--- config.mk ---
export PLATFORM = sky130hd
export DESIGN_NAME = ins_fetch
export DESIGN_NICKNAME = d
export VERILOG_FILES = /design/src/rtl/ins_fetch.sv
export SDC_FILE = /design/constraint.sdc
export NUM_CORES = 1
export LEC_CHECK = 0
export CAP_MARGIN = 20
export CORE_MARGIN = 3
export CORE_UTILIZATION = 50
export DETAILED_ROUTE_END_ITERATION = 16
export PLACE_DENSITY = 0.77
export SLEW_MARGIN = 20
export SYNTH_ARGS = -nofsm -noshare
export SYNTH_HDL_FRONTEND = slang
export SYNTH_SLANG_ARGS = --single-unit
--- constraint.sdc ---
create_clock -name clk -period 8.62 [get_ports clk]
set_input_delay 2.586 -clock clk [delete_from_list [all_inputs] [get_ports clk]]
set_output_delay 2.586 -clock clk [all_outputs]
set_load 0.05 [all_outputs]
--- src/rtl/ins_fetch.sv ---
// Instruction fetch: PC generation, req/ack fetch from instruction memory, registered decode-side outputs.
// Optional macro FETCH_CNT_EN adds fetch_cnt_o, a count of instructions delivered to decode.
module ins_fetch #(
  parameter logic [31:0] RESET_ADDR = 32'h0000_0000,
  parameter logic [31:0] NOP_INS    = 32'h0000_0013
) (
  input  logic        clk,
  input  logic        rst,
  input  logic        hold_i,
  input  logic        jump_en_i,
  input  logic [31:0] jump_addr_i,
  output logic        mem_req_o,
  output logic [31:0] mem_addr_o,
  input  logic        mem_ack_i,
  input  logic [31:0] mem_rdata_i,
  output logic [31:0] ins_o,
  output logic [31:0] ins_addr_o,
  output logic        ins_valid_o
`ifdef FETCH_CNT_EN
  ,
  output logic [31:0] fetch_cnt_o
`endif
);

  typedef enum logic [1:0] {S_IDLE, S_REQ, S_STALL, S_DRAIN} state_e;

  state_e      state_q;
  logic [31:0] pc_q, drain_addr_q, buf_q, buf_addr_q;
  logic [31:0] ins_q, ins_addr_q;
  logic        ins_valid_q;

  logic [31:0] pc_inc_d, jump_pc_d;
  logic        deliver_d;

  assign pc_inc_d  = pc_q + 32'd4;
  assign jump_pc_d = {jump_addr_i[31:2], 2'b00};
  // An edge that loads ins_q with a real instruction.
  assign deliver_d = !jump_en_i && !hold_i &&
                     (((state_q == S_REQ) && mem_ack_i) || (state_q == S_STALL));

  assign mem_req_o   = (state_q == S_REQ) || (state_q == S_DRAIN);
  assign mem_addr_o  = (state_q == S_DRAIN) ? drain_addr_q : pc_q;
  assign ins_o       = ins_q;
  assign ins_addr_o  = ins_addr_q;
  assign ins_valid_o = ins_valid_q;

  always_ff @(posedge clk or posedge rst) begin
    if (rst) begin
      state_q      <= S_IDLE;
      pc_q         <= RESET_ADDR;
      drain_addr_q <= RESET_ADDR;
      buf_q        <= NOP_INS;
      buf_addr_q   <= '0;
      ins_q        <= NOP_INS;
      ins_addr_q   <= '0;
      ins_valid_q  <= 1'b0;
    end else if (state_q == S_IDLE) begin
      state_q <= S_REQ;
      if (jump_en_i) pc_q <= jump_pc_d;
    end else if (jump_en_i) begin
      // Redirect: an unacked request must still complete, so it is drained first.
      pc_q        <= jump_pc_d;
      ins_q       <= NOP_INS;
      ins_valid_q <= 1'b0;
      buf_q       <= NOP_INS;
      buf_addr_q  <= '0;
      case (state_q)
        S_REQ: begin
          if (!mem_ack_i) begin
            drain_addr_q <= pc_q;
            state_q      <= S_DRAIN;
          end
        end
        S_DRAIN: if (mem_ack_i) state_q <= S_REQ;
        default: state_q <= S_REQ;
      endcase
    end else begin
      case (state_q)
        S_REQ: begin
          if (mem_ack_i) begin
            pc_q <= pc_inc_d;
            if (hold_i) begin
              buf_q      <= mem_rdata_i;
              buf_addr_q <= pc_q;
              state_q    <= S_STALL;
            end else begin
              ins_q       <= mem_rdata_i;
              ins_addr_q  <= pc_q;
              ins_valid_q <= 1'b1;
            end
          end else if (!hold_i) begin
            ins_q       <= NOP_INS;
            ins_valid_q <= 1'b0;
          end
        end
        S_STALL: begin
          if (!hold_i) begin
            ins_q       <= buf_q;
            ins_addr_q  <= buf_addr_q;
            ins_valid_q <= 1'b1;
            state_q     <= S_REQ;
          end
        end
        S_DRAIN: if (mem_ack_i) state_q <= S_REQ;
        default: state_q <= S_REQ;
      endcase
    end
  end

`ifdef FETCH_CNT_EN
  logic [31:0] fetch_cnt_q;
  assign fetch_cnt_o = fetch_cnt_q;

  always_ff @(posedge clk or posedge rst) begin
    if (rst)            fetch_cnt_q <= '0;
    else if (deliver_d) fetch_cnt_q <= fetch_cnt_q + 32'd1;
  end
`else
  logic unused_deliver;
  assign unused_deliver = deliver_d;
`endif

endmodule

==> results_tabular.tex <==
\begin{tabular}{lr}
\hline
Metric & Value \\
\hline
\multicolumn{2}{l}{\textbf{Run status}} \\
\quad Status & finished clean \\
\multicolumn{2}{l}{\textbf{STA}} \\
\quad Slew @ Worst Pin & 0.918 ns \\
\quad Fraction of the cycle the final worst path needs & between 50\% and 60\% \\
\quad Worst slew margin & 38.8\% \\
\quad Setup TNS & 0 ns \\
\quad Clock Skew & 0.0105 ns \\
\quad Crit path setup slack, layout & 3.46 ns \\
\quad Highest clock frequency the design can meet & 194 MHz \\
\quad Worst slack on hold paths & 0.478 ns \\
\quad Time the worst path needs with I/O delays and setup & 5.16 ns \\
\quad Unrepaired setup endpoints after global routing & no \\
\quad Number of pins with negative max-slew slack in the final report & 0 \\
\quad Hold violation total from the final report & 0 \\
\quad Finish-stage setup viols & 0 \\
\multicolumn{2}{l}{\textbf{Clocking}} \\
\quad TritonCTS clock tree & yes \\
\quad Clock Path Buffers & 2 \\
\quad Number of buffers inserted by post-CTS setup repair & 0 \\
\quad Worst-Skew Late Latency & 0.43 ns \\
\quad Root Driver & clkbuf\_16 \\
\quad Number of buffers inserted for hold repair after clock tree synthesis & 0 \\
\quad Number of gates resized after CTS & 0 \\
\quad H-tree level count & 4 \\
\quad Clock Sinks & 189 \\
\quad Number of buffers created by CTS & 17 \\
\quad Clock slew seen by the registers of the worst setup and hold paths & 0.08 ns \\
\multicolumn{2}{l}{\textbf{Route}} \\
\quad Ratio of routed vias to standard cells & about 5.7 \\
\quad Via count & 7,505 \\
\quad Total wirelength of the detailed-routed design & 23,400 um \\
\quad Residual antenna-violating net count after detailed routing & 0 \\
\quad Drt first pass iters & 5 \\
\quad Drt first-iter violations & approximately 650 \\
\quad WL/cell & 17.6 um \\
\quad DRC errors left & 0 \\
\multicolumn{2}{l}{\textbf{Run}} \\
\quad Max-cap check violation count & 0 \\
\multicolumn{2}{l}{\textbf{Place}} \\
\quad Detailed placement HPWL & 15,200 um \\
\quad Routability-driven placement congestion ratio & 0.887 \\
\quad IO Port Bufs & 162 \\
\quad Post-place setup slack & 3.55 ns \\
\quad Placed cell count & 1,295 \\
\multicolumn{2}{l}{\textbf{Synth}} \\
\quad Synthesized area & 0.00922 mm\^{}2 \\
\quad FFs w/ async S/R, synth & 100\% \\
\quad Sequential element share of the synthesized area & 51.4\% \\
\quad Count of state elements after synthesis & about 190 \\
\quad Number of standard cells after synthesis & 982 \\
\quad Netlist cell types & 59 \\
\quad Mean instance size in the synthesized netlist & 9.38 um\^{}2 \\
\quad Main synth FF type & dfrtp\_1 \\
\quad Synthesis warning total & 0 \\
\quad EDFF count, synth & 0 \\
\multicolumn{2}{l}{\textbf{Global routing}} \\
\quad Final global-route overflow total & 0 \\
\quad Vias in the first global route & 7,057 \\
\quad First-pass GRT wire length & 37,400 um \\
\quad Number of antenna violations at the first check in global routing & 0 \\
\quad Global-route total usage across every layer & 23.2\% \\
\quad Largest net degree at the start of global routing & 91 \\
\multicolumn{2}{l}{\textbf{Setup path}} \\
\quad Critical Setup Path Class & reg2out \\
\quad Critical path capture point type & output port \\
\quad Sort of element at the start of the critical path & register \\
\quad End of the worst register-to-register path & ins\_o[17] \\
\quad Largest fanout on the critical path & 34 \\
\quad Setup slack, reg-to-reg & approximately 5.6 ns \\
\quad Number of cells on the worst reg-to-reg path & 8 \\
\quad Worst r2r src & state\_q[0] \\
\quad Arrival time worst endpoint & 2.57 ns \\
\quad Data required time at the worst endpoint & just over 6 ns \\
\multicolumn{2}{l}{\textbf{Floorplanning}} \\
\quad Area inside the core boundary & 0.0180 mm\^{}2 \\
\quad Effective utilization at floorplan & 51.1\% \\
\quad Site row count & 49 \\
\quad Die X & 142 um \\
\quad I/O Pins & 167 \\
\quad Die outline area & between 0.02 and 0.025 mm\^{}2 \\
\quad Die outline height & 142 um \\
\multicolumn{2}{l}{\textbf{Finish}} \\
\quad Number of non-filler instances in the completed layout & 1,327 \\
\quad Most common cell after layout, fill and taps aside & nand2\_1 \\
\quad Share of final-layout standard cells stronger than drive strength 1 & 11.7\% \\
\quad Area growth syn-to-layout & 24.4\% \\
\quad Count of antenna diodes in the layout & 0 \\
\quad Most frequent cells in the layout & 238 x nand2\_1, 183 x dfrtp\_1, 161 x clkdlybuf4s50\_1, 112 x o21ai\_0, 56 x mux2\_2 \\
\quad \# nets final & about 1,200 \\
\multicolumn{2}{l}{\textbf{Power and ir drop}} \\
\quad Max VDD drop & between 0.0002 and 0.0003 V \\
\quad Leakage power & roughly 4.7 nW \\
\quad Power, Total & approximately 4 mW \\
\quad Power per standard cell area & between 300 and 400 mW/mm\^{}2 \\
\multicolumn{2}{l}{\textbf{Min path}} \\
\quad Path class of the lowest-slack min-delay path & reg2reg \\
\quad Start point of the worst min-delay path & buf\_q[4] \\
\quad Hold Crit Endpoint & buf\_q[4] \\
\quad Count of cells along the worst hold path & 2 \\
\hline
\end{tabular}
per-stage QoR:
step	util (%)	instance area, um^2
after floorplan	-	9220
after global placement	60.3	10900
after detailed placement	60.3	10900
after CTS	63.6	11500
after global routing	63.6	11500
final	63.6	11500
synthesized netlist by cell type (11+ instances only):
master      n  share of area (%)
nand2_1   238                9.7
buf_2      20                1.1
mux2i_1    30                3.3
nor2_1     47                1.9
o21ai_0   112                6.1
clkbuf_1   59                2.4
dfrtp_1   183                 50
a21oi_1    40                2.2
xnor2_1    11                1.0
nor3_1     16               0.87
o31ai_1    30                2.4
mux2_2     56                6.8
per-layer routing:
metal | vias up | track usage (%) | share of wire, %
li1 | 3585 | - | -
met1 | 3600 | 34.9 | 45
met2 | 282 | 34.7 | 45
met3 | 38 | 3.91 | 7.1
met4 | 0 | 6.77 | 2.2
met5 | - | 0 | 0
how the worst max path moves through the flow:
stage / from / to / slack, ns
floorplan: rst / buf_addr_q[10] / 0.90
global placement: jump_en_i / drain_addr_q[13] / 3.58
detailed placement: jump_en_i / drain_addr_q[12] / 3.55
CTS: state_q[1] / mem_addr_o[23] / 3.44
global route: state_q[1] / mem_addr_o[16] / 3.33
finish: state_q[1] / mem_addr_o[14] / 3.46
registers in the layout (all words and copies together) (netlist names):
name	count
buf_q	32
ins_o	32
buf_addr_q	31
ins_addr_o	31
drain_addr_q	30
pc_q	30
state_q	2
ins_valid_o	1
where the power goes:
group | total (mW) | switching, mW | leakage, nW | internal [mW]
sequential | 1.38 | 0.205 | 2.38 | 1.17
clock | 0.785 | 0.367 | 0.287 | 0.418
combinational | 1.83 | 1.19 | 2.07 | 0.640
cells by family (layout without fill, tap and decap cells):
group / after synthesis / count (layout) / share of synthesized area [%]
AOI/OAI and AO/OA: 214 / 214 / 13.3
DFF: 189 / 189 / 51.4
adders and majority gates: 7 / 7 / 0.950
other: 1 / 2 / 0.0407
and+or+nand+nor: 365 / 365 / 17.6
xor gates and xnor gates: 17 / 17 / 1.62
muxes: 91 / 91 / 10.7
buffers and inverters: 98 / 213 / 4.39
layout make-up:
| cell class | instances | area, um^2 |
|---|---|---|
| Multi-Input combinational cell | 696 | 4110 |
| Clock buffer | 18 | 439 |
| Fill cell | 1483 | 6560 |
| Timing Repair Buffer | 173 | 1700 |
| Inverter | 8 | 35.0 |
| Sequential cell | 189 | 4740 |
| Clock inverter | 14 | 153 |
| Tap cell | 229 | 287 |
critical path: stages (launching register included):
cell	delay, ns
dfrtp_1	0.44
ha_1	0.17
buf_4	0.40
mux2_2	0.40
clkdlybuf4s50_1	0.71
(Power assumes the default switching activity.)
